--- src/rtl/mitchell_pkg.sv ---
// Shared types and default widths for the Mitchell product accumulator.
package mitchell_pkg;

  localparam int unsigned ACC_W_DEF = 36;
  localparam int unsigned LEN_W_DEF = 8;
  localparam int unsigned PROD_W    = 32;

  typedef enum logic [1:0] {
    ST_IDLE  = 2'd0,
    ST_ACCUM = 2'd1,
    ST_DONE  = 2'd2
  } state_t;

endpackage

--- src/rtl/mitchell_sat_add.sv ---
// Combinational unsigned adder that clamps to all-ones on carry-out.
module mitchell_sat_add #(
  parameter int unsigned W = 36
) (
  input  logic [W-1:0] i_a,
  input  logic [W-1:0] i_b,
  output logic [W-1:0] o_sum,
  output logic         o_ovf
);

  logic [W:0] w_full;

  assign w_full = {1'b0, i_a} + {1'b0, i_b};
  assign o_ovf  = w_full[W];
  assign o_sum  = w_full[W] ? {W{1'b1}} : w_full[W-1:0];

endmodule

--- src/rtl/mitchell_product_accumulator.sv ---
// Sums a frame of unsigned products with saturation and hands the total
// downstream over a valid/ready handshake.
module mitchell_product_accumulator
  import mitchell_pkg::*;
#(
  parameter int unsigned ACC_W = ACC_W_DEF,
  parameter int unsigned LEN_W = LEN_W_DEF
) (
  input  logic              i_clk,
  input  logic              i_rst,
  input  logic              i_start,
  input  logic [LEN_W-1:0]  i_len,
  input  logic              i_prod_valid,
  input  logic [PROD_W-1:0] i_prod,
  output logic              o_prod_ready,
  output logic              o_acc_valid,
  output logic [ACC_W-1:0]  o_acc,
  output logic              o_sat,
  input  logic              i_acc_ready,
  output logic              o_busy
);

  // One extra bit so a zero length can encode a full 2^LEN_W frame.
  localparam int unsigned CNT_W = LEN_W + 1;

  state_t             r_state;
  state_t             w_state_nxt;
  logic [CNT_W-1:0]   r_cnt;
  logic [CNT_W-1:0]   w_cnt_nxt;
  logic [ACC_W-1:0]   r_acc;
  logic [ACC_W-1:0]   w_acc_nxt;
  logic               r_sat;
  logic               w_sat_nxt;
  logic [ACC_W-1:0]   w_sum;
  logic               w_ovf;
  logic [CNT_W-1:0]   w_len_cnt;

  mitchell_sat_add #(
    .W (ACC_W)
  ) u_sat_add (
    .i_a   (r_acc),
    .i_b   (ACC_W'(i_prod)),
    .o_sum (w_sum),
    .o_ovf (w_ovf)
  );

  assign w_len_cnt = (i_len == '0) ? {1'b1, {LEN_W{1'b0}}} : CNT_W'(i_len);

  always_ff @(posedge i_clk or posedge i_rst) begin
    if (i_rst) begin
      r_state <= ST_IDLE;
      r_cnt   <= '0;
      r_acc   <= '0;
      r_sat   <= 1'b0;
    end else begin
      r_state <= w_state_nxt;
      r_cnt   <= w_cnt_nxt;
      r_acc   <= w_acc_nxt;
      r_sat   <= w_sat_nxt;
    end
  end

  always_comb begin
    w_state_nxt = r_state;
    w_cnt_nxt   = r_cnt;
    w_acc_nxt   = r_acc;
    w_sat_nxt   = r_sat;
    unique case (r_state)
      ST_IDLE: begin
        if (i_start) begin
          w_cnt_nxt   = w_len_cnt;
          w_acc_nxt   = '0;
          w_sat_nxt   = 1'b0;
          w_state_nxt = ST_ACCUM;
        end
      end
      ST_ACCUM: begin
        if (i_prod_valid) begin
          w_acc_nxt = w_sum;
          w_sat_nxt = r_sat | w_ovf;
          w_cnt_nxt = r_cnt - CNT_W'(1);
          if (r_cnt == CNT_W'(1)) w_state_nxt = ST_DONE;
        end
      end
      ST_DONE: begin
        if (i_acc_ready) w_state_nxt = ST_IDLE;
      end
      default: w_state_nxt = ST_IDLE;
    endcase
  end

  assign o_prod_ready = (r_state == ST_ACCUM);
  assign o_acc_valid  = (r_state == ST_DONE);
  assign o_busy       = (r_state != ST_IDLE);
  assign o_acc        = r_acc;
  assign o_sat        = r_sat;

endmodule

--- config.mk ---
export PLATFORM = sky130hd
export DESIGN_NAME = mitchell_product_accumulator
export DESIGN_NICKNAME = d
export VERILOG_FILES = /design/src/rtl/mitchell_pkg.sv /design/src/rtl/mitchell_sat_add.sv /design/src/rtl/mitchell_product_accumulator.sv
export SDC_FILE = /design/constraint.sdc
export NUM_CORES = 1
export LEC_CHECK = 0
export CAP_MARGIN = 20
export CELL_PAD_IN_SITES_DETAIL_PLACEMENT = 2
export CELL_PAD_IN_SITES_GLOBAL_PLACEMENT = 2
export CORE_MARGIN = 2
export CORE_UTILIZATION = 30
export CTS_CLUSTER_DIAMETER = 120
export CTS_CLUSTER_SIZE = 20
export DETAILED_ROUTE_END_ITERATION = 8
export PLACE_DENSITY_LB_ADDON = 0.1
export SETUP_SLACK_MARGIN = 0.3
export SYNTH_ARGS = -nofsm -noshare
export SYNTH_HDL_FRONTEND = slang
export SYNTH_SLANG_ARGS = --single-unit
--- constraint.sdc ---
create_clock -name i_clk -period 3.6 [get_ports i_clk]
set_clock_uncertainty 0.1 [all_clocks]
set_input_delay 0.72 -clock i_clk [delete_from_list [all_inputs] [get_ports i_clk]]
set_output_delay 0.72 -clock i_clk [all_outputs]
set_load 0.005 [all_outputs]
==> results of run 1 <==
[power groups by stage]
stage               logic (mW)  clock network (mW)  registers [mW]
floorplan                 2.02                   0            1.02
global route              3.82               0.690            1.13
detailed placement        3.33                   0            1.09
CTS                       3.40               0.665            1.09
global placement          3.23                   0            1.07
finish                    3.43               0.649            1.08
[cell families (layout without fill, tap and decap cells)]
family          Yosys count  in the layout  synth area share
flops                    48             48             0.305
mux                       3              3           0.00794
xor+xnor                 26             26            0.0578
compound gates          192            192             0.306
simple gates            136            136             0.167
buf+inv                  39            146            0.0426
fa+ha+maj                35             35             0.113
[metal layers]
metal / GRT usage / wire length, um / vias to the layer above
met5: 0 / 0 / -
met1: 0.268 / 6630 / 2164
met4: 0.0528 / 238 / 0
met3: 0.0372 / 348 / 17
met2: 0.395 / 7960 / 66
li1: - / - / 2010
[synthesized netlist by cell type (4+ instances only)]
master / count / area share
ha_1: 34 / 0.11
o211ai_1: 7 / 0.013
o21ai_0: 35 / 0.044
inv_1: 12 / 0.011
xor2_1: 12 / 0.027
dfrtp_1: 48 / 0.31
nor3_1: 7 / 0.0089
nand2b_1: 4 / 0.0064
clkbuf_1: 21 / 0.020
and4_1: 4 / 0.0089
o21a_1: 4 / 0.0076
xnor2_1: 14 / 0.031
a31oi_1: 27 / 0.043
a22oi_1: 4 / 0.0076
nor4_1: 7 / 0.011
nand2_1: 41 / 0.039
nand3_1: 14 / 0.018
a21oi_1: 62 / 0.079
nand4_1: 10 / 0.016
nor2_1: 33 / 0.031
a21o_1: 18 / 0.034
[state kept, by name, indices dropped and copies added, names as in the netlist]
register	cells
r_cnt	9
o_sat	1
o_acc	36
r_state	2
[critical path, delay by kind of cell]
kind	cells	cell delay (ns)
muxes	1	0.29
buffers and inverters	1	0.46
AOI/OAI and AO/OA	5	1.33
and+or+nand+nor	2	0.24
adders and majority gates	1	0.32
[metrics by stage]
step | hold slack [ns] | power [mW]
after floorplan | 0.385 | 3.05
after global placement | 0.402 | 4.31
after detailed placement | 0.407 | 4.42
after CTS | 0.426 | 5.15
after global routing | 0.462 | 5.64
final | 0.414 | 5.17
[area by class of cell]
cell class	count	area, um2
multi-input cells	392	2640
well taps	172	215
fillers	1476	7230
clock buffers	5	125
clock inverters	3	68.8
repair buffers	125	1190
inverters	13	48.8
flip-flops and latches	48	1200
[what timing repair did]
item	in CTS	in global routing
gates cloned	0	1
endpoints found under the hold margin	0	0
setup endpoints to repair	37	30
pin swaps	4	4
buffers inserted	1	1
resized for setup	6	14
[placed cells by master, fill, tap and decap left out, drive strengths merged, types with 7 or more instances in the layout]
| cell | count |
|---|---|
| clkdlybuf4s50 | 84 |
| a21oi | 63 |
| dfrtp | 48 |
| nand2 | 42 |
| buf | 40 |
| o21ai | 38 |
| ha | 34 |
| nor2 | 33 |
| a31oi | 27 |
| a21o | 20 |
| nand3 | 14 |
| xnor2 | 14 |
| inv | 13 |
| xor2 | 12 |
| nand4 | 10 |
| o211ai | 8 |
| nor4 | 7 |
| nor3 | 7 |
[how the worst max path moves through the flow]
stage                end  slack, ns       from
6_report       o_acc[33]       0.37  i_prod[1]
5_1_grt        o_acc[33]       0.28  i_prod[1]
4_1_cts        o_acc[33]       0.32  i_prod[1]
3_5_place_dp   o_acc[20]      -0.18  i_prod[0]
3_3_place_gp    o_acc[1]      -0.10  i_prod[0]
2_1_floorplan  o_acc[16]       0.50  i_prod[0]
==> reports/results.tsv, run 1 <==
metric	value	unit
crit_path_frequent_cell	nand3_1	
leakage	2.34	nW
reg2reg_to	o_acc[18]	
setup_viol_count_final	0	
syn_nets	559	
max_freq	310	MHz
min_path_cells	2	
p_comb_frac	0.665	
clk_pin_slew	0.08	ns
numCtsBuffers	5	
cpPeakStageDelay	0.46	ns
dp.cells	747	
fin_ws	0.374	ns
switching_share	0.449	
drc_errors	0	
setup-tns-final	0	ns
timing.final.max_slew_violations	0	
pin_count	85	
status	completed	
grt_antenna_before_repair	0	
dpl-instance-area	5190	um2
cp-start-kind	primary input	
crit_arrival	3.37	ns
holdCritStartpoint	o_acc[13]	
critical_path_required	3.74	ns
cts_tree	built	
clockPowerShare	0.126	
hold_violations	0	
die_y	119	um
synthCells	479	
grt_usage	0.218	
utilization	0.432	
cts_num_sinks	48	
fin_cells	758	
switching_power	2.32	mW
worstSetupPathType	primary input to register	
reg2reg_slack	0.81	ns
hold_buffers	0	
h-tree-depth	2	
grt_overflow	0	
initial_core_util	0.310	
yosysUniqueCellTypes	62	
hp-class	register to register	
clockRootBuffer	clkbuf_16	
synth_area	3940	um2
dr.pass1.iters	4	
wl_per_cell	20.0	um
cp_max_fo	4	
fin_area	5490	um2
internal-power	2.85	mW
coreArea	12700	um2
endpoint_kind	register	
async_reset_ff_frac	1.00	
layout-drive-gt1-share	0.131	
syn_area_per_cell	8.22	um2
grt_pass1_vias	4594	
yosysWarningCount	0	
ys_seq_area_frac	0.305	
timing.rr.start	o_acc[0]	
dieWidth	119	um
path_cells	clkdlybuf4s50_1 -> ha_1 -> a21oi_1 -> o22ai_1 -> a21o_1 -> o211ai_4 -> nand3_1 -> a311o_1 -> mux2_2 -> nand3_1	
drtIter0Drc	183	
antenna_cells	0	
postRouteWirelength	15.2	mm
ys.flop_type	dfrtp_1	
synth.ff_latch_count	48	
rsz0062_at_grt	true	
grt_pass1_wl	24.6	mm
power_frac_seq	0.210	
grt_max_degree	34	
dpl.hpwl	11.5	mm
reg2reg_depth	12	
slew_headroom	0.562	
viasPerCell	5.62	
timing.max_cap.violations	0	
postRouteAntennaNets	0	
vias	4257	
cts_max_path_buffers	2	
port_buffers	84	
power.density	941	nW/um2
fin_nets	665	
area_delta_synth_final	39.4	%
fin_crit_sh	0.896	
worstMarginPinSlew	0.655	ns
peakVddDrop	0.282	mV
hold_end	o_acc[13]	
layout_min_cycle_time	3.23	ns
cp_slowest_cell	clkdlybuf4s50_1	
clock_latency	0.31	ns
synth_edf_count	0	
fp-row-count	41	
die-area	14100	um2
place_ws	-0.175	ns
globalplace.congestion	0.865	
(Power assumes the default switching activity.)
==> run 2: changes to the inputs <==
--- a/config.mk
+++ b/config.mk
@@ -14,7 +14,7 @@
 export CTS_CLUSTER_SIZE = 20
 export DETAILED_ROUTE_END_ITERATION = 8
 export PLACE_DENSITY_LB_ADDON = 0.1
-export SETUP_SLACK_MARGIN = 0.3
+export SETUP_SLACK_MARGIN = 0.02
 export SYNTH_ARGS = -nofsm -noshare
 export SYNTH_HDL_FRONTEND = slang
 export SYNTH_SLANG_ARGS = --single-unit
==> reports/results.tsv, run 2 (synthesis gave the netlist of run 1 again) <==
metric	value	unit	change
die-area	14100	um2	unchanged
hp-class	register to register		unchanged
grt_pass1_vias	4595		was 4,594
viasPerCell	5.60		was 5.62
final-seq-area	1200	um2	unchanged
rsz0062_at_grt	false		was true
fin_nets	662		was 665
h-tree-depth	2		unchanged
cp_max_fo	3		was 4
setup_viol_count_final	0		unchanged
port_buffers	84		unchanged
leakage	2.31	nW	was 2.34 nW
grt_antenna_before_repair	0		unchanged
multi_input_area	2570	um2	was 2640 um2
reg2reg_slack	0.58	ns	was 0.81 ns
globalRoute.busiestLayer	met2		unchanged
grt_use_met1	0.266		was 0.268
wl_per_cell	19.8	um	was 20.0 um
timing.max_cap.violations	0		unchanged
numCtsBuffers	5		unchanged
drtIter0Drc	156		was 183
cts_tree	built		unchanged
pin_count	85		unchanged
gr-usage-met2	0.392		was 0.395
clock_latency	0.31	ns	about the same
use_met3	0.0372		unchanged
initial_core_util	0.310		unchanged
reg2reg_depth	12		unchanged
max_freq	290	MHz	was 310 MHz
coreArea	12700	um2	unchanged
status	completed		unchanged
cts_num_sinks	48		unchanged
worstSetupPathType	primary input to register		unchanged
crit_arrival	3.52	ns	was 3.37 ns
dieWidth	119	um	unchanged
antenna_cells	0		unchanged
grt_usage	0.217		was 0.218
die_y	119	um	unchanged
hold_buffers	0		unchanged
worstMarginPinSlew	0.664	ns	was 0.655 ns
largest_register_ffs	36		unchanged
dpl.hpwl	11.5	mm	unchanged
timing.final.max_slew_violations	0		unchanged
clockRootBuffer	clkbuf_16		unchanged
min_path_cells	2		unchanged
drc_errors	0		unchanged
endpoint_kind	register		unchanged
cts_max_path_buffers	2		unchanged
hold_slack	0.418	ns	was 0.414 ns
area_delta_synth_final	36.6	%	was 39.4%
hold_violations	0		unchanged
grt_pass1_wl	24.5	mm	was 24.6 mm
fin_crit_sh	0.957		was 0.896
cp-start-kind	primary input		unchanged
fp-row-count	41		unchanged
dr.pass1.iters	4		unchanged
utilization	0.423		was 0.432
grt_overflow	0		unchanged
cts_resized	0		was 6
mostFrequentLayoutCell	clkdlybuf4s50_1		unchanged
post_cts_buffers	0		was 1
layout-drive-gt1-share	0.103		was 0.131
dpl-instance-area	5190	um2	unchanged
clk_pin_slew	0.08	ns	about the same
slew_headroom	0.556		was 0.562
globalplace.congestion	0.865		unchanged
postRouteAntennaNets	0		unchanged
mostFrequentLayoutCells	clkdlybuf4s50_1 (84), a21oi_1 (62), dfrtp_1 (48), nand2_1 (41), buf_4 (36)		was clkdlybuf4s50_1 (84), a21oi_1 (59), dfrtp_1 (48), nand2_1 (40), buf_4 (38)
grt_max_degree	34		unchanged
vias	4229		was 4,257
peakVddDrop	0.279	mV	was 0.282 mV
power.density	943	nW/um2	was 941 nW/um2
nFillCells	1488		was 1,476
layout_min_cycle_time	3.45	ns	was 3.23 ns
critical_path_required	3.67	ns	was 3.74 ns
fin_area	5380	um2	was 5490 um2
postRouteWirelength	14.9	mm	was 15.2 mm
## run 2: path summary, 6_finish.rpt
path	startpoint	end
worst min register to register	o_acc[13]	o_acc[13]
max in group asynchronous	i_rst	o_acc[20]
worst max-delay path	i_prod[0]	o_acc[18]
min in group asynchronous	i_rst	o_acc[13]
worst min-delay path	o_acc[13]	o_acc[13]
worst max register to register	o_acc[0]	o_acc[18]
## run 2: worst max-delay path, cell delays in order
cell	delay, ns
clkdlybuf4s50_1	0.40
ha_1	0.23
fa_1	0.39
a21o_1	0.21
a41oi_2	0.24
buf_4	0.15
a21oi_1	0.09
o31ai_1	0.24
buf_4	0.17
o21ai_0	0.12
a21oi_1	0.25
xor2_1	0.20
o211ai_1	0.10
## run 2: area by class of cell
class	instances	share of cell area
sequential	48	0.223
clock buffer	5	0.0233
multi-input combinational	392	0.478
inverter	13	0.00907
timing repair buffer	122	0.214
tap	172	0.0400
clock inverter	3	0.0128
## run 2: where the power goes
part | switching [mW] | leakage, nW | total (mW) | internal [mW]
registers | 0.282 | 0.573 | 1.09 | 0.803
logic | 1.75 | 1.64 | 3.34 | 1.60
clock network | 0.247 | 0.0944 | 0.649 | 0.402
total | 2.28 | 2.31 | 5.08 | 2.80
## run 2: metrics by stage
step           setup TNS, ns  total power, mW  setup slack [ns]  instances
2_1_floorplan              0             3.05             0.498        479
6_report                   0             5.08             0.155        755
3_3_place_gp           -1.86             4.31            -0.105        747
4_1_cts                    0             5.13             0.115        755
5_1_grt                    0             5.55            0.0409        755
3_5_place_dp           -4.37             4.42            -0.175        747
## run 2: per-layer routing
| metal | share of wire | vias up |
|---|---|---|
| met3 | 0.028 | 20 |
| met5 | 0 | - |
| met1 | 0.43 | 2126 |
| li1 | - | 2008 |
| met2 | 0.52 | 75 |
| met4 | 0.019 | 0 |
